$ cat src/rtl/sseg_scan_ctrl.sv
// Four-digit seven-segment scanner showing R/N/D steering glyphs, plus a
// backtrack indicator held for a programmable number of full scan frames.
module sseg_scan_ctrl #(
    parameter int CLK_DIV   = 100000,
    parameter int BT_FRAMES = 250
) (
    input  logic       clk,
    input  logic       rst_n,
    input  logic       en,
    input  logic [1:0] dir,
    input  logic       backtrack_req,
    output logic       ce,
    output logic [3:0] an_sel,
    output logic [6:0] char_sel,
    output logic       backtrack_active
);
    localparam int PW = (CLK_DIV > 2) ? $clog2(CLK_DIV) : 1;
    localparam int FW = (BT_FRAMES > 1) ? $clog2(BT_FRAMES + 1) : 1;
    localparam logic [PW-1:0] PRESC_MAX = PW'(CLK_DIV - 1);
    localparam logic [FW-1:0] FRAMES_LD = FW'(BT_FRAMES);

    localparam logic [6:0] SEG_BLANK = 7'b1111111;
    localparam logic [6:0] SEG_R     = 7'b0101111;
    localparam logic [6:0] SEG_N     = 7'b0101011;
    localparam logic [6:0] SEG_D     = 7'b0100001;

    typedef enum logic {
        BT_IDLE,
        BT_ACTIVE
    } bt_state_e;

    logic [PW-1:0] presc_q, presc_d;
    logic [1:0]    idx_q, idx_d;
    logic [1:0]    dir_q, dir_d;
    logic [3:0]    an_sel_q, an_sel_d;
    logic [6:0]    char_sel_q, char_sel_d;
    logic [FW-1:0] frames_q, frames_d;
    bt_state_e     state_q, state_d;

    function automatic logic [3:0] anode_of(input logic [1:0] idx);
        logic [3:0] an;
        case (idx)
            2'd0:    an = 4'b1110;
            2'd1:    an = 4'b1101;
            2'd2:    an = 4'b1011;
            default: an = 4'b0111;
        endcase
        return an;
    endfunction

    // Each digit lights only for its own direction; dir 11 matches none and blanks all.
    function automatic logic [6:0] glyph_of(input logic [1:0] idx, input logic [1:0] d);
        logic [6:0] seg;
        seg = SEG_BLANK;
        case (idx)
            2'd0:    if (d == 2'b10) seg = SEG_R;
            2'd1:    if (d == 2'b00) seg = SEG_N;
            2'd2:    if (d == 2'b01) seg = SEG_D;
            default: seg = SEG_BLANK;
        endcase
        return seg;
    endfunction

    always_comb begin
        ce         = en && (presc_q == PRESC_MAX);
        presc_d    = presc_q;
        idx_d      = idx_q;
        dir_d      = dir_q;
        an_sel_d   = 4'b1111;
        char_sel_d = char_sel_q;
        if (en) begin
            if (ce) begin
                presc_d = '0;
                idx_d   = idx_q + 2'd1;
                // Direction is only sampled at the frame boundary so a frame never mixes glyphs.
                if (idx_q == 2'd3) begin
                    dir_d = dir;
                end
            end else begin
                presc_d = presc_q + PW'(1);
            end
            an_sel_d   = anode_of(idx_d);
            char_sel_d = glyph_of(idx_d, dir_d);
        end
    end

    always_comb begin
        state_d  = state_q;
        frames_d = frames_q;
        if (state_q == BT_IDLE) begin
            if (backtrack_req) begin
                state_d  = BT_ACTIVE;
                frames_d = FRAMES_LD;
            end
        end else begin
            // A retrigger outranks the final decrement, keeping the indication alive.
            if (backtrack_req) begin
                frames_d = FRAMES_LD;
            end else if (ce && (idx_q == 2'd3) && (frames_q != '0)) begin
                frames_d = frames_q - FW'(1);
                if (frames_q == FW'(1)) begin
                    state_d = BT_IDLE;
                end
            end
        end
    end

    always_ff @(posedge clk or negedge rst_n) begin
        if (!rst_n) begin
            presc_q    <= '0;
            idx_q      <= 2'd0;
            dir_q      <= 2'b00;
            an_sel_q   <= 4'b1111;
            char_sel_q <= SEG_BLANK;
            frames_q   <= '0;
            state_q    <= BT_IDLE;
        end else begin
            presc_q    <= presc_d;
            idx_q      <= idx_d;
            dir_q      <= dir_d;
            an_sel_q   <= an_sel_d;
            char_sel_q <= char_sel_d;
            frames_q   <= frames_d;
            state_q    <= state_d;
        end
    end

    assign an_sel           = an_sel_q;
    assign char_sel         = char_sel_q;
    assign backtrack_active = (state_q == BT_ACTIVE);

endmodule

$ cat config.mk
export PLATFORM = sky130hd
export DESIGN_NAME = sseg_scan_ctrl
export DESIGN_NICKNAME = d
export VERILOG_FILES = /design/src/rtl/sseg_scan_ctrl.sv
export SDC_FILE = /design/constraint.sdc
export NUM_CORES = 1
export LEC_CHECK = 0
export ABC_AREA = 0
export ABC_CLOCK_PERIOD_IN_PS = 2000
export BUFFER_PORTS_ARGS = -buffer_cell sky130_fd_sc_hd__buf_2
export CORE_ASPECT_RATIO = 1.1
export CORE_UTILIZATION = 38
export CTS_CLUSTER_DIAMETER = 50
export DETAILED_ROUTE_END_ITERATION = 10
export SLEW_MARGIN = 10
export SYNTH_ARGS = -nofsm -noshare
export SYNTH_HDL_FRONTEND = slang
export SYNTH_SLANG_ARGS = --single-unit
$ cat constraint.sdc
create_clock -name clk -period 2 [get_ports clk]
set_input_delay 0.5 -clock clk [delete_from_list [all_inputs] [get_ports clk]]
set_output_delay 0.5 -clock clk [all_outputs]
set_load 0.005 [all_outputs]
==> metrics.txt, run 1 <==
# TYPE chip_impl_metric gauge
chip_impl_metric{name="placedInstanceArea",unit="mm^2"} 0.00224
chip_impl_metric{name="post_route_cell_area",unit="mm^2"} 0.00245
chip_impl_metric{name="drt_wl_total",unit="mm"} 3.69
chip_impl_metric{name="multi_input_comb_area",unit="um^2"} 918
chip_impl_metric{name="total_power",unit="uW"} 1810
chip_impl_metric{name="dpl.hpwl",unit="mm"} 2.58
chip_impl_metric{name="maxCapViolCount",unit=""} 0
chip_impl_metric{name="die_area",unit="mm^2"} 0.00525
chip_impl_metric{name="finalNetCount",unit=""} 241
chip_impl_metric{name="hold_slack",unit="ns"} 0.242
chip_impl_metric{name="clock_skew",unit="ns"} 0.0110
chip_impl_metric{name="dr_total_vias",unit=""} 1405
chip_impl_metric{name="detailed_routing_iteration_count_for_the_pre_antenna_repair_pass",unit=""} 4
chip_impl_metric{name="critical_path_required",unit="ns"} 1.50
chip_impl_metric{name="setup_viol_count_final",unit=""} 1
chip_impl_metric{name="place_congestion",unit=""} 0.753
chip_impl_metric{name="seq_area",unit="um^2"} 935
chip_impl_metric{name="floorplan.core_area",unit="mm^2"} 0.00472
chip_impl_info{name="main_flop_type_after_synthesis",value="sky130_fd_sc_hd__dfrtp_1"} 1
chip_impl_metric{name="reg2reg_slack",unit="ns"} 0.02
chip_impl_info{name="hp-class",value="in -> async"} 1
chip_impl_metric{name="timing.critical_path.arrival",unit="ns"} 1.50
chip_impl_metric{name="final-max-slew-violation-count",unit=""} 0
chip_impl_info{name="failed_checks",value="negative setup slack"} 1
chip_impl_info{name="cpMaxStageDelayCell",value="sky130_fd_sc_hd__dfrtp_1"} 1
chip_impl_metric{name="cp_num_cells",unit=""} 6
chip_impl_metric{name="ys_seq_elements",unit=""} 37
chip_impl_metric{name="detail_route.iter0.violations",unit=""} 76
chip_impl_metric{name="power.static_leakage",unit="uW"} 0.00113
chip_impl_info{name="clock_tree_from_tritoncts",value="yes"} 1
chip_impl_metric{name="number_of_global_route_vias_before_repair",unit=""} 1444
chip_impl_metric{name="synthesis.instances",unit=""} 180
chip_impl_metric{name="drive_above_1_share",unit="%"} 35.1
chip_impl_info{name="endpoint",value="ce"} 1
chip_impl_info{name="worst_setup_path_startpoint",value="presc_q[12]$_DFFE_PN0P_"} 1
chip_impl_metric{name="async_flop_share",unit="%"} 100
chip_impl_metric{name="critical_path_buffers_and_inverters",unit=""} 3
chip_impl_metric{name="post-route-worst-setup-slack",unit="ns"} -0.00389
chip_impl_info{name="most_used_cell_cp",value="sky130_fd_sc_hd__buf_6"} 1
chip_impl_info{name="critPathLaunchType",value="flip-flop"} 1
chip_impl_metric{name="floorplan.initialDensity",unit="%"} 40.0
chip_impl_metric{name="tns",unit="ns"} -0.00389
chip_impl_metric{name="grt_antenna_before_repair",unit=""} 0
chip_impl_info{name="r2r-end",value="char_sel[2]$_DFFE_PN1P_"} 1
chip_impl_info{name="ctsRootBufferMaster",value="sky130_fd_sc_hd__clkbuf_8"} 1
chip_impl_metric{name="vias_per_cell",unit=""} 4.90
chip_impl_metric{name="synth.yosys.warnings",unit=""} 0
chip_impl_metric{name="clkSlewWorstSetupHoldPaths",unit="ns"} 0.08
chip_impl_metric{name="grt-ovfl-total",unit=""} 0
chip_impl_metric{name="timing.fmax",unit="GHz"} 0.499
chip_impl_metric{name="wl_met3",unit="um"} 103
chip_impl_metric{name="die_w",unit="um"} 69.2
chip_impl_metric{name="worst_path_largest_cell_delay",unit="ns"} 0.41
chip_impl_metric{name="die_height",unit="um"} 75.9
chip_impl_metric{name="grt_start_max_net_pins",unit=""} 38
chip_impl_metric{name="finalCriticalPeriod",unit="ns"} 2.00
chip_impl_metric{name="numPortBuffers",unit=""} 16
chip_impl_metric{name="netlist_area",unit="mm^2"} 0.00189
chip_impl_metric{name="antenna-diode-count",unit=""} 0
chip_impl_metric{name="clock_path_buffers",unit=""} 2
chip_impl_metric{name="met1_length",unit="mm"} 1.76
chip_impl_metric{name="number_of_flops_mapped_to_enable_cells_by_yosys",unit=""} 0
chip_impl_info{name="final_common_cell",value="sky130_fd_sc_hd__buf_4"} 1
chip_impl_info{name="path_type_of_the_worst_setup_path",value="reg -> out"} 1
chip_impl_info{name="cp_top_family",value="simple AND/OR/NAND/NOR gates"} 1
chip_impl_metric{name="layout.core_utilization",unit="%"} 51.9
chip_impl_metric{name="routed-wl-met2",unit="mm"} 1.78
chip_impl_metric{name="global_route_wire_length_before_repair",unit="mm"} 6.75
chip_impl_info{name="unrepaired_setup_endpoints_after_global_routing",value="yes"} 1
chip_impl_metric{name="ctsHtreeMaxLevel",unit=""} 2
chip_impl_metric{name="grt.total_usage",unit="%"} 16.1
chip_impl_metric{name="clock-sinks",unit=""} 37
chip_impl_metric{name="ys_types",unit=""} 40
chip_impl_metric{name="clkLatencyLatePin",unit="ns"} 0.29
chip_impl_info{name="highest_metal_layer_used_by_the_detailed_router",value="met4"} 1
chip_impl_metric{name="routedWlPerCell",unit="um"} 12.9
chip_impl_metric{name="maximum_fanout_count_along_the_critical_path",unit=""} 3
chip_impl_metric{name="num_rows",unit=""} 26
chip_impl_info{name="list_of_cells_traversed_by_the_critical_path",value="nor4b_4 -> nand3_2 -> buf_6 -> nor2_4 -> buf_6 -> buf_6"} 1
chip_impl_metric{name="ios",unit=""} 19
chip_impl_metric{name="syn_avg_cell_area",unit="um^2"} 10.5
chip_impl_metric{name="timing.final.crit_share",unit="%"} 100
chip_impl_metric{name="numCtsBuffers",unit=""} 5
chip_impl_info{name="worstReg2RegStart",value="presc_q[12]$_DFFE_PN0P_"} 1
chip_impl_metric{name="vdd.ir_drop.worst",unit="mV"} 0.417
chip_impl_metric{name="timing.reg2reg.worst_path_depth",unit=""} 5
chip_impl_info{name="worstSetupEndpointType",value="output pin"} 1
chip_impl_info{name="mostFrequentLayoutCells",value="sky130_fd_sc_hd__buf_4, sky130_fd_sc_hd__dfrtp_1, sky130_fd_sc_hd__nor2_1"} 1
chip_impl_metric{name="syn2layout_area_growth",unit="%"} 29.6
chip_impl_metric{name="layout.filler_cells",unit=""} 411
chip_impl_metric{name="synth_seq_area_share",unit="%"} 49.5
chip_impl_metric{name="hold_fix_buffers_at_cts",unit=""} 0
chip_impl_info{name="run_status",value="finished with violations"} 1
chip_impl_metric{name="final_hold_viol_count",unit=""} 0
chip_impl_metric{name="power_density",unit="mW/mm^2"} 741
chip_impl_metric{name="drcViolationCount",unit=""} 0
chip_impl_metric{name="ant_nets",unit=""} 0
==> registers in the layout, indices dropped and copies added (netlist names) <==
| register | count |
|---|---|
| dir_q | 2 |
| backtrack_active | 1 |
| char_sel | 3 |
| presc_q | 17 |
| idx_q | 2 |
| frames_q | 8 |
| an_sel | 4 |
==> cells in the mapped netlist (2+ instances only) <==
cell / count / area share (%)
sky130_fd_sc_hd__a21oi_1: 4 / 1.1
sky130_fd_sc_hd__a31oi_1: 2 / 0.66
sky130_fd_sc_hd__and3_1: 5 / 1.7
sky130_fd_sc_hd__and4bb_2: 2 / 1.3
sky130_fd_sc_hd__buf_4: 4 / 1.6
sky130_fd_sc_hd__clkbuf_1: 3 / 0.60
sky130_fd_sc_hd__dfrtp_1: 30 / 40
sky130_fd_sc_hd__dfstp_2: 7 / 9.7
sky130_fd_sc_hd__ha_1: 5 / 3.3
sky130_fd_sc_hd__inv_1: 9 / 1.8
sky130_fd_sc_hd__mux2i_1: 6 / 3.2
sky130_fd_sc_hd__nand2_1: 11 / 2.2
sky130_fd_sc_hd__nand2b_1: 6 / 2.0
sky130_fd_sc_hd__nand3_1: 9 / 2.4
sky130_fd_sc_hd__nand3_2: 2 / 1.1
sky130_fd_sc_hd__nand4_1: 5 / 1.7
sky130_fd_sc_hd__nor2_1: 19 / 3.8
sky130_fd_sc_hd__nor3_1: 4 / 1.1
sky130_fd_sc_hd__o21ai_0: 3 / 0.79
sky130_fd_sc_hd__o21bai_1: 2 / 0.79
sky130_fd_sc_hd__or2_2: 2 / 0.66
sky130_fd_sc_hd__or3_1: 3 / 0.99
sky130_fd_sc_hd__xnor2_1: 8 / 3.7
sky130_fd_sc_hd__xor2_1: 13 / 6.0
==> per-layer routing <==
layer	global-route usage [%]	vias up
li1	-	711
met1	21.1	668
met4	4.90	0
met3	3.99	5
met5	0	-
met2	26.0	21
==> worst min-delay path by stage <==
stage                           startpoint                         end  cells past startpoint
floorplan                            rst_n  backtrack_active$_DFF_PN0_                      0
global placement    presc_q[4]$_DFFE_PN0P_      presc_q[4]$_DFFE_PN0P_                      1
detailed placement  presc_q[4]$_DFFE_PN0P_      presc_q[4]$_DFFE_PN0P_                      1
CTS                                  rst_n      presc_q[7]$_DFFE_PN0P_                      2
global route                         rst_n      presc_q[4]$_DFFE_PN0P_                      2
finish                               rst_n      presc_q[7]$_DFFE_PN0P_                      2
==> cell families (layout without fill, tap and decap cells) <==
| group | Yosys count | after routing | synth area share [%] |
|---|---|---|---|
| and+or+nand+nor | 74 | 74 | 21.9 |
| DFF | 37 | 37 | 49.5 |
| xor gates and xnor gates | 21 | 21 | 9.74 |
| buffers and inverters | 18 | 68 | 4.84 |
| AOI/OAI and AO/OA | 16 | 16 | 5.77 |
| muxes | 8 | 8 | 4.70 |
| adders and majority gates | 5 | 5 | 3.31 |
| other | 1 | 2 | 0.199 |
==> area by class of cell <==
| cell class | count | area share [%] |
|---|---|---|
| multi-input cells | 126 | 37.5 |
| well taps | 56 | 2.86 |
| clock inverters | 3 | 2.66 |
| inverters | 9 | 1.38 |
| clock buffers | 5 | 2.81 |
| flip-flops and latches | 37 | 38.2 |
| repair buffers | 51 | 14.6 |
==> per-stage QoR <==
stage | cells | setup slack, ns
floorplan | 181 | -0.0417
finish | 287 | -0.00389
CTS | 287 | -0.0639
global route | 287 | -0.107
detailed placement | 277 | -0.0226
global placement | 277 | -0.00135
==> timing repair <==
| item | CTS | global route |
|---|---|---|
| setup endpoints to repair | 2 | 10 |
| hold endpoints to repair | 0 | 0 |
| gates resized for setup | 6 | 5 |
| setup buffers | 2 | 1 |
| pin swaps | 4 | 6 |
==> where the power goes <==
group,leakage (uW),internal [uW],switching [uW],total (uW)
logic,0.000621,108,100,208
registers,0.000440,802,30.7,833
clock network,0.0000681,496,278,774
total,0.00113,1410,409,1810
Power figures use the tool's default switching activity.
==> run 2: changes to the inputs <==
--- a/config.mk
+++ b/config.mk
@@ -8,10 +8,14 @@
 export ABC_AREA = 0
 export ABC_CLOCK_PERIOD_IN_PS = 2000
 export BUFFER_PORTS_ARGS = -buffer_cell sky130_fd_sc_hd__buf_2
+export CELL_PAD_IN_SITES_DETAIL_PLACEMENT = 0
+export CELL_PAD_IN_SITES_GLOBAL_PLACEMENT = 1
 export CORE_ASPECT_RATIO = 1.1
 export CORE_UTILIZATION = 38
 export CTS_CLUSTER_DIAMETER = 50
 export DETAILED_ROUTE_END_ITERATION = 10
+export PLACE_DENSITY_LB_ADDON = 0.1
+export REMOVE_ABC_BUFFERS = 1
 export SLEW_MARGIN = 10
 export SYNTH_ARGS = -nofsm -noshare
 export SYNTH_HDL_FRONTEND = slang
==> metrics.txt, run 2 (synthesis gave the netlist of run 1 again) <==
# TYPE chip_impl_metric gauge
chip_impl_info{name="worst_setup_path_startpoint",value="presc_q[5]$_DFFE_PN0P_"} 1
chip_impl_metric{name="post-route-worst-setup-slack",unit="ns"} -0.00604
chip_impl_info{name="final_common_cell",value="sky130_fd_sc_hd__buf_4"} 1
chip_impl_info{name="mostFrequentLayoutCells",value="sky130_fd_sc_hd__buf_4, sky130_fd_sc_hd__dfrtp_1, sky130_fd_sc_hd__nor2_1"} 1
chip_impl_metric{name="post_route_cell_area",unit="mm^2"} 0.00247
chip_impl_metric{name="finalCriticalPeriod",unit="ns"} 2.01
chip_impl_metric{name="clock_skew",unit="ns"} 0.00592
chip_impl_metric{name="final_hold_viol_count",unit=""} 0
chip_impl_metric{name="power_density",unit="mW/mm^2"} 743
chip_impl_metric{name="critical_path_required",unit="ns"} 2.21
chip_impl_metric{name="timing.fmax",unit="GHz"} 0.498
chip_impl_metric{name="grt_start_max_net_pins",unit=""} 38
chip_impl_metric{name="floorplan.initialDensity",unit="%"} 40.0
chip_impl_info{name="failed_checks",value="negative setup slack"} 1
chip_impl_metric{name="grt-ovfl-total",unit=""} 0
chip_impl_metric{name="layout.core_utilization",unit="%"} 52.4
chip_impl_metric{name="numPortBuffers",unit=""} 16
chip_impl_metric{name="antenna-diode-count",unit=""} 0
chip_impl_metric{name="dpl.hpwl",unit="mm"} 2.73
chip_impl_metric{name="numCtsBuffers",unit=""} 5
chip_impl_metric{name="detail_route.iter0.violations",unit=""} 53
chip_impl_info{name="worstReg2RegStart",value="presc_q[5]$_DFFE_PN0P_"} 1
chip_impl_metric{name="final-max-slew-violation-count",unit=""} 0
chip_impl_metric{name="die_w",unit="um"} 69.2
chip_impl_metric{name="total_power",unit="uW"} 1840
chip_impl_info{name="path_type_of_the_worst_setup_path",value="reg -> reg"} 1
chip_impl_metric{name="worst_path_largest_cell_delay",unit="ns"} 0.41
chip_impl_metric{name="vias_per_cell",unit=""} 4.96
chip_impl_metric{name="finalNetCount",unit=""} 242
chip_impl_metric{name="place_congestion",unit=""} 0.766
chip_impl_metric{name="die_area",unit="mm^2"} 0.00525
chip_impl_metric{name="ant_nets",unit=""} 0
chip_impl_metric{name="power.static_leakage",unit="uW"} 0.00116
chip_impl_metric{name="post-place-cells",unit=""} 275
chip_impl_metric{name="grt.total_usage",unit="%"} 15.8
chip_impl_metric{name="largest_register_ffs",unit=""} 17
chip_impl_metric{name="post_layout_nonfiller_instances",unit=""} 288
chip_impl_metric{name="drt_wl_total",unit="mm"} 3.82
chip_impl_metric{name="detailed_routing_iteration_count_for_the_pre_antenna_repair_pass",unit=""} 4
chip_impl_metric{name="syn2layout_area_growth",unit="%"} 30.8
chip_impl_metric{name="dr_total_vias",unit=""} 1429
chip_impl_metric{name="routedWlPerCell",unit="um"} 13.3
chip_impl_metric{name="drive_above_1_share",unit="%"} 35.8
chip_impl_info{name="hp-class",value="in -> async"} 1
chip_impl_metric{name="global_route_wire_length_before_repair",unit="mm"} 6.68
chip_impl_metric{name="floorplan.core_area",unit="mm^2"} 0.00472
chip_impl_metric{name="clock-sinks",unit=""} 37
chip_impl_metric{name="grt_antenna_before_repair",unit=""} 0
chip_impl_metric{name="maximum_fanout_count_along_the_critical_path",unit=""} 3
chip_impl_metric{name="setup_viol_count_final",unit=""} 1
chip_impl_metric{name="timing.critical_path.arrival",unit="ns"} 2.22
chip_impl_info{name="critPathLaunchType",value="flip-flop"} 1
chip_impl_info{name="list_of_cells_traversed_by_the_critical_path",value="nor4b_4 -> nand3_2 -> or3_4 -> mux2_4 -> o41a_1"} 1
chip_impl_metric{name="clock_path_buffers",unit=""} 2
chip_impl_metric{name="timing.final.crit_share",unit="%"} 100
chip_impl_metric{name="vdd.ir_drop.worst",unit="mV"} 0.312
chip_impl_info{name="registers.top_by_ff_count",value="presc_q"} 1
chip_impl_metric{name="clkLatencyLatePin",unit="ns"} 0.29
chip_impl_info{name="worstSetupEndpointType",value="flip-flop"} 1
chip_impl_metric{name="ios",unit=""} 19
chip_impl_info{name="cpMaxStageDelayCell",value="sky130_fd_sc_hd__dfrtp_1"} 1
chip_impl_metric{name="drcViolationCount",unit=""} 0
chip_impl_metric{name="maxCapViolCount",unit=""} 0
chip_impl_metric{name="num_rows",unit=""} 26
chip_impl_metric{name="clkSlewWorstSetupHoldPaths",unit="ns"} 0.08
chip_impl_info{name="clock_tree_from_tritoncts",value="yes"} 1
chip_impl_info{name="unrepaired_setup_endpoints_after_global_routing",value="yes"} 1
chip_impl_metric{name="placedInstanceArea",unit="mm^2"} 0.00223
chip_impl_metric{name="ctsHtreeMaxLevel",unit=""} 2
chip_impl_info{name="ctsRootBufferMaster",value="sky130_fd_sc_hd__clkbuf_8"} 1
chip_impl_info{name="run_status",value="finished with violations"} 1
chip_impl_metric{name="die_height",unit="um"} 75.9
chip_impl_metric{name="number_of_global_route_vias_before_repair",unit=""} 1467
chip_impl_metric{name="preCtsSetupSlack",unit="ns"} -0.0462
==> run 2: metrics by stage <==
| stage | setup TNS, ns | hold slack (ns) |
|---|---|---|
| after floorplan | -1.90 | 0.204 |
| after global placement | -0.0475 | 0.455 |
| after detailed placement | -0.0462 | 0.465 |
| after CTS | -0.0131 | 0.166 |
| after global routing | -0.119 | 0.171 |
| final | -0.00604 | 0.161 |
==> run 2: final timing paths <==
path | to | slack (ns) | cells after the start
hold reg to reg | char_sel[3]$_DFFE_PN1P_ | 0.49 | 2
min in group clk | frames_q[0]$_DFFE_PN0P_ | 0.46 | 2
setup reg to reg | char_sel[2]$_DFFE_PN1P_ | -0.006 | 5
setup / recovery | char_sel[2]$_DFFE_PN1P_ | -0.006 | 5
hold / removal | presc_q[15]$_DFFE_PN0P_ | 0.16 | 2
max in group asynchronous | char_sel[4]$_DFFE_PN1P_ | 1.58 | 2
==> run 2: worst max-delay path, delay by kind of cell (launching register included) <==
kind,cells,cell delay [ns]
simple gates,3,0.82
mux,1,0.32
flops,1,0.41
compound gates,1,0.39
==> run 2: timing repair <==
item	4_1_cts	5_1_grt
pin swaps	2	2
hold buffers	0	0
setup endpoints to repair	3	9
buffers inserted	1	4
endpoints found under the hold margin	0	0
resized for setup	5	7
gates cloned	0	0
==> run 2: where the power goes <==
group / switching (uW) / total (uW) / internal, uW
Clock: 269 / 764 / 495
Sequential: 33.3 / 836 / 802
Combinational: 111 / 236 / 126
==> run 2: per-layer routing <==
layer	GRT usage (%)	up-vias	part of all wire [%]
li1	-	710	-
met1	20.2	691	45
met2	26.1	20	51
met3	3.06	8	2.6
met4	6.12	0	1.8
met5	0	-	0
==> run 2: area by class of cell <==
type / count / area [um^2]
fill: 425 / 2250
multi-input combinational: 126 / 921
inverter: 9 / 33.8
clock inverter: 3 / 65.1
sequential: 37 / 935
timing repair buffer: 52 / 377
tap: 56 / 70.1
clock buffer: 5 / 68.8
